### config.mk
export PLATFORM = sky130hd
export DESIGN_NAME = raycast_raygen
export DESIGN_NICKNAME = d
export VERILOG_FILES = /design/src/rtl/raycast_raygen.sv
export SDC_FILE = /design/constraint.sdc
export NUM_CORES = 2
export LEC_CHECK = 0
export ABC_AREA = 1
export CORE_UTILIZATION = 61
export CTS_CLUSTER_DIAMETER = 80
export CTS_CLUSTER_SIZE = 8
export DETAILED_ROUTE_END_ITERATION = 8
export PLACE_DENSITY = 0.95
export SLEW_MARGIN = 20
export SYNTH_ARGS = -nofsm -noshare
export SYNTH_HDL_FRONTEND = slang
export SYNTH_SLANG_ARGS = --single-unit
### constraint.sdc
create_clock -name clk -period 5.3 [get_ports clk]
set_clock_uncertainty 0.05 [all_clocks]
set_input_delay 0.795 -clock clk [delete_from_list [all_inputs] [get_ports clk]]
set_output_delay 0.795 -clock clk [all_outputs]
set_load 0.01 [all_outputs]
### src/rtl/raycast_raygen.sv
// raycast_raygen: orthographic ray buffer generator writing 7-word records over a WB burst master
// Define RAYC_RAYGEN_CULL_EN to flag records whose slab interval is empty or behind the camera.
module raycast_raygen #(
  parameter int DW  = 32,
  parameter int XYW = 11
) (
  input  logic            clk,
  input  logic            rst_n,
  input  logic            start_i,
  input  logic [31:0]     buf_adr_i,
  input  logic [XYW-1:0]  width_i,
  input  logic [XYW-1:0]  height_i,
  input  logic [2:0]      dir_mask_i,
  input  logic [6*DW-1:0] t_base_i,
  input  logic [6*DW-1:0] t_du_i,
  input  logic [6*DW-1:0] t_dv_i,
  output logic [31:0]     m_wb_adr_o,
  output logic [31:0]     m_wb_dat_o,
  output logic [3:0]      m_wb_sel_o,
  output logic            m_wb_we_o,
  output logic            m_wb_cyc_o,
  output logic            m_wb_stb_o,
  input  logic            m_wb_ack_i,
  output logic [2:0]      m_wb_cti_o,
  output logic [1:0]      m_wb_bte_o,
  output logic            busy_o,
  output logic [31:0]     ray_count_o,
  output logic            finished_o
);
  typedef enum logic [2:0] {IDLE, SETUP, WRITE, NEXT, FINISH} state_t;
  state_t state, state_nx;
  logic [XYW-1:0] w, h, u, v;
  logic [2:0] mask, widx;
  logic [6*DW-1:0] cur, row, du, dv, cur_du, row_dv;
  logic cull;
  for (genvar i = 0; i < 6; i++) begin : g_lane
    assign cur_du[i*DW +: DW] = cur[i*DW +: DW] + du[i*DW +: DW];
    assign row_dv[i*DW +: DW] = row[i*DW +: DW] + dv[i*DW +: DW];
  end
`ifdef RAYC_RAYGEN_CULL_EN
  logic signed [DW-1:0] l [6];
  logic signed [DW-1:0] e01, t_entry, x01, t_exit;
  for (genvar i = 0; i < 6; i++) begin : g_sl
    assign l[i] = cur[i*DW +: DW];
  end
  assign e01     = l[0] > l[1] ? l[0] : l[1];
  assign t_entry = e01 > l[2] ? e01 : l[2];
  assign x01     = l[3] < l[4] ? l[3] : l[4];
  assign t_exit  = x01 < l[5] ? x01 : l[5];
  assign cull    = (t_entry >= t_exit) || (t_exit < 0);
`else
  assign cull = 1'b0;
`endif
  always_comb begin
    state_nx = state;
    unique case (state)
      IDLE:    state_nx = !start_i ? IDLE : (width_i == '0 || height_i == '0) ? FINISH : SETUP;
      SETUP:   state_nx = WRITE;
      WRITE:   state_nx = (m_wb_ack_i && widx == 3'd6) ? NEXT : WRITE;
      NEXT:    state_nx = (u < w - 1'b1 || v < h - 1'b1) ? SETUP : FINISH;
      FINISH:  state_nx = IDLE;
      default: state_nx = IDLE;
    endcase
  end
  always_ff @(posedge clk or negedge rst_n) begin
    if (!rst_n) begin
      state       <= IDLE;
      m_wb_cyc_o  <= 1'b0;
      m_wb_stb_o  <= 1'b0;
      m_wb_we_o   <= 1'b0;
      m_wb_cti_o  <= 3'b000;
      m_wb_adr_o  <= '0;
      m_wb_dat_o  <= '0;
      m_wb_sel_o  <= 4'hF;
      m_wb_bte_o  <= 2'b00;
      busy_o      <= 1'b0;
      finished_o  <= 1'b0;
      ray_count_o <= '0;
      w           <= '0;
      h           <= '0;
      u           <= '0;
      v           <= '0;
      mask        <= '0;
      widx        <= '0;
      cur         <= '0;
      row         <= '0;
      du          <= '0;
      dv          <= '0;
    end else begin
      state      <= state_nx;
      busy_o     <= state_nx != IDLE;
      finished_o <= state == FINISH;
      unique case (state)
        IDLE: if (start_i) begin
          m_wb_adr_o  <= buf_adr_i;
          w           <= width_i;
          h           <= height_i;
          mask        <= dir_mask_i;
          cur         <= t_base_i;
          row         <= t_base_i;
          du          <= t_du_i;
          dv          <= t_dv_i;
          u           <= '0;
          v           <= '0;
          ray_count_o <= 32'(width_i) * 32'(height_i);
        end
        SETUP: begin
          m_wb_dat_o <= {cull, 28'b0, mask};
          widx       <= '0;
          m_wb_cyc_o <= 1'b1;
          m_wb_stb_o <= 1'b1;
          m_wb_we_o  <= 1'b1;
          m_wb_cti_o <= 3'b010;
        end
        WRITE: if (m_wb_ack_i) begin
          m_wb_adr_o <= m_wb_adr_o + 32'd4;
          widx       <= widx + 3'd1;
          if (widx == 3'd6) begin
            m_wb_cyc_o <= 1'b0;
            m_wb_stb_o <= 1'b0;
            m_wb_we_o  <= 1'b0;
            m_wb_cti_o <= 3'b000;
          end else begin
            m_wb_dat_o <= cur[widx*DW +: DW];
            m_wb_cti_o <= widx == 3'd5 ? 3'b111 : 3'b010;
          end
        end
        NEXT: if (u < w - 1'b1) begin
          u   <= u + 1'b1;
          cur <= cur_du;
        end else if (v < h - 1'b1) begin
          u   <= '0;
          v   <= v + 1'b1;
          row <= row_dv;
          cur <= row_dv;
        end
        default: ;
      endcase
    end
  end
endmodule
==> flow_summary.ini <==
[status]
status = finished clean

[power_and_ir_drop]
power.leakage_nw = 46.90
finalPower_w = 0.06538
vdd_drop_max_mv = 0.7221
power.density_mw_per_mm2 = 756.6

[routing]
num_vias = 81310
drt_iter0_drc = 9998
postRouteAntennaNets = 0
drt_pre_antenna_iters = 9
viasPerCell = 5.881
postRouteWirelength_microns = 294500
drc = 0
wl_per_cell_microns = 21.30

[critical_path]
cp_slowest_cell = fa_1
rrSetupSlack_ns = 0.50
arrival_ns = 5.70
required_ns = 5.94
path_class = in -> reg
startpoint_type = primary input
r2r_cells = 18
path_common_cell = fa_1
cpPeakStageDelay_ns = 0.56
cp-end-kind = flip-flop
crit_fanout = 6
crit_chain = clkdlybuf4s50_1 -> buf_4 -> nand2_1 -> inv_1 -> fa_1 -> fa_1 -> fa_1 -> fa_1 -> inv_1 -> fa_1 -> inv_1 -> ha_1 -> a21oi_1 -> inv_1 -> a21oi_2 -> o221ai_1 -> or2_2 -> nand3_1 -> nand2_1

[synthesis]
synth_cell_types = 53
synth_edf_count = 0
syn_area_sq_mm = 0.07322
ys.warnings.count = 6
seq_area_frac_synth = 0.3117
synthMuxAreaShare = 0
async_flop_share = 1.000
synth-seq-cells = 912
synth_top_area_frac = 0.3117
syn_area_per_cell_sq_um = 6.366
yosysTopAreaCell = dfrtp_1
synth_area_leaders = dfrtp_1, nand2_1, inv_1
synthFlopType = dfrtp_1
synthAdderAreaFrac = 0.1038
synth_compound_area_frac = 0.09715
synthTopCellsByCount = nand2_1, inv_1, nor2_1
synth_xor_area_frac = 0.02297
synth_top_family_by_area = simple AND/OR/NAND/NOR gates
synthCells = 11500
synth_most_common_cell = nand2_1
yosys.area_share.simple = 0.3608

[clock_network]
root_buffer = clkbuf_16
clock_sinks = 912
cts_max_level = 4
cts_tree = done
clkTransAtPathRegs_ns = 0.05
clockBufferDepth = 3
numCtsBuffers = 133
post-cts-setup-buffers = 0
clock_latency_ns = 0.82

[job]
drv_cap = 0

[floorplanning]
dieArea_sq_mm = 0.1214
start_util = 0.6176
placementRows = 126
top_level_ports = 747
dieWidth_microns = 348.5
coreArea_sq_mm = 0.1186
fp.dieH_microns = 348.5

[timing]
fmax_mhz = 197.6
min_period_over_period = 0.9548
worst_pin_slew_ns = 1.168
finalMaxSlewViolations = 0
rsz0062_at_grt = false
fin_crit_ns = 5.060
hold_viol = 0
slew_headroom = 0.2163
setup_viol = 0
finalSetupTns_ns = 0
holdWs_ns = 0.4246

[layout]
areaGrowthSynthToFinish_pct = 18.02
final_cells = 13830
drive_gt1_frac = 0.03472
fillers = 9794
nNetsFinal = 13380

[place]
io_buffers = 730
gp_congestion = 1.069
placed_cells = 13660
dpl.hpwl_microns = 225300

[global_routing]
grt_pass1_vias = 78930
grt_pass1_wl_microns = 444700
overflow = 0
grtUsageTotal = 0.4772
grt_max_degree = 169
antenna_found_initial = 29

[hold_path]
holdPathStages = 2
hold_path_class = reg -> reg
[power breakdown]
| group | internal (W) | leakage, nW | switching [W] |
|---|---|---|---|
| Sequential | 0.0103 | 11.0 | 0.00334 |
| Clock | 0.00454 | 1.78 | 0.00343 |
| Combinational | 0.0148 | 34.1 | 0.0290 |
[critical path, delay by kind of cell]
family / cells / cell delay (ns)
and+or+nand+nor: 4 / 0.49
AOI/OAI and AO/OA: 3 / 0.57
buffers and inverters: 6 / 1.02
adders and majority gates: 6 / 2.80
[path summary, 6_finish.rpt]
kind                                    to            from
min in group asynchronous          row[55]           rst_n
max in group asynchronous           du[71]           rst_n
hold / removal              ray_count_o[3]  ray_count_o[3]
hold reg to reg             ray_count_o[3]  ray_count_o[3]
setup / recovery           ray_count_o[17]      width_i[4]
setup reg to reg                  cur[102]            w[0]
[kinds of logic (layout without fill, tap and decap cells)]
group / after synthesis / after routing
simple gates: 6572 / 6572
other cells: 1 / 30
flops: 912 / 912
compound gates: 1296 / 1296
buf+inv: 1977 / 2673
fa+ha+maj: 552 / 552
xor+xnor: 192 / 192
[cell type report]
class | instances | area (sq um) | area share
timing repair buffer | 904 | 8916 | 0.1032
sequential | 912 | 22820 | 0.2641
tap | 1600 | 2002 | 0.02317
inverter | 1614 | 6081 | 0.07037
antenna | 14 | 35.03 | 0.0004054
multi-input combinational | 8628 | 42940 | 0.4969
clock inverter | 17 | 230.2 | 0.002664
clock buffer | 138 | 3388 | 0.03921
[timing repair]
item	in CTS	in global routing
hold endpoints to repair	4	0
resized for setup	0	7
endpoints found under the setup margin	0	10
hold buffers	1	0
[flip-flops by register name (all words and copies together) (netlist names), 11 cells and up]
name         flops
row            192
m_wb_adr_o      32
ray_count_o     22
dv             192
v               11
du             192
u               11
cur            192
m_wb_dat_o      32
h               11
w               11
[layer usage]
layer,track usage,wire length [microns]
met5,0.0008003,181
met3,0.1446,37180
met4,0.3547,26040
met1,0.5623,103900
met2,0.7353,127200
[layout by cell type, fill, tap and decap left out, types with 8 or more instances in the layout]
cell type / Yosys / layout
nand2_1: 4378 / 4377
inv_1: 1605 / 1601
nor2_1: 1130 / 1130
dfrtp_1: 912 / 911
clkdlybuf4s50_1: 0 / 726
nand3_1: 719 / 718
a21oi_1: 577 / 575
ha_1: 460 / 460
o21ai_0: 446 / 443
buf_4: 19 / 150
clkbuf_16: 0 / 134
xor2_1: 112 / 112
fa_1: 92 / 92
nor3_1: 89 / 89
xnor2_1: 80 / 80
o21bai_1: 81 / 80
or2_2: 71 / 71
nand4_1: 69 / 69
nand3b_1: 60 / 60
a31oi_1: 55 / 55
o211ai_1: 38 / 38
a32o_1: 25 / 25
o21ai_1: 20 / 23
buf_12: 0 / 23
nor4_1: 17 / 17
conb_1: 1 / 16
diode_2: 0 / 14
o22ai_1: 13 / 13
a21o_1: 10 / 10
and3_1: 9 / 9
and2_1: 8 / 8
[per-stage QoR]
stage	cell area, sq um	setup slack [ns]	util
after floorplan	73280	0.1546	-
after global placement	82730	-0.5655	0.6978
after detailed placement	82730	-0.5952	0.6978
after CTS	86360	0.1861	0.7284
after global routing	86400	0.004661	0.7288
final	86410	0.2396	0.7289
No activity file was read; power rests on OpenSTA's default activity.
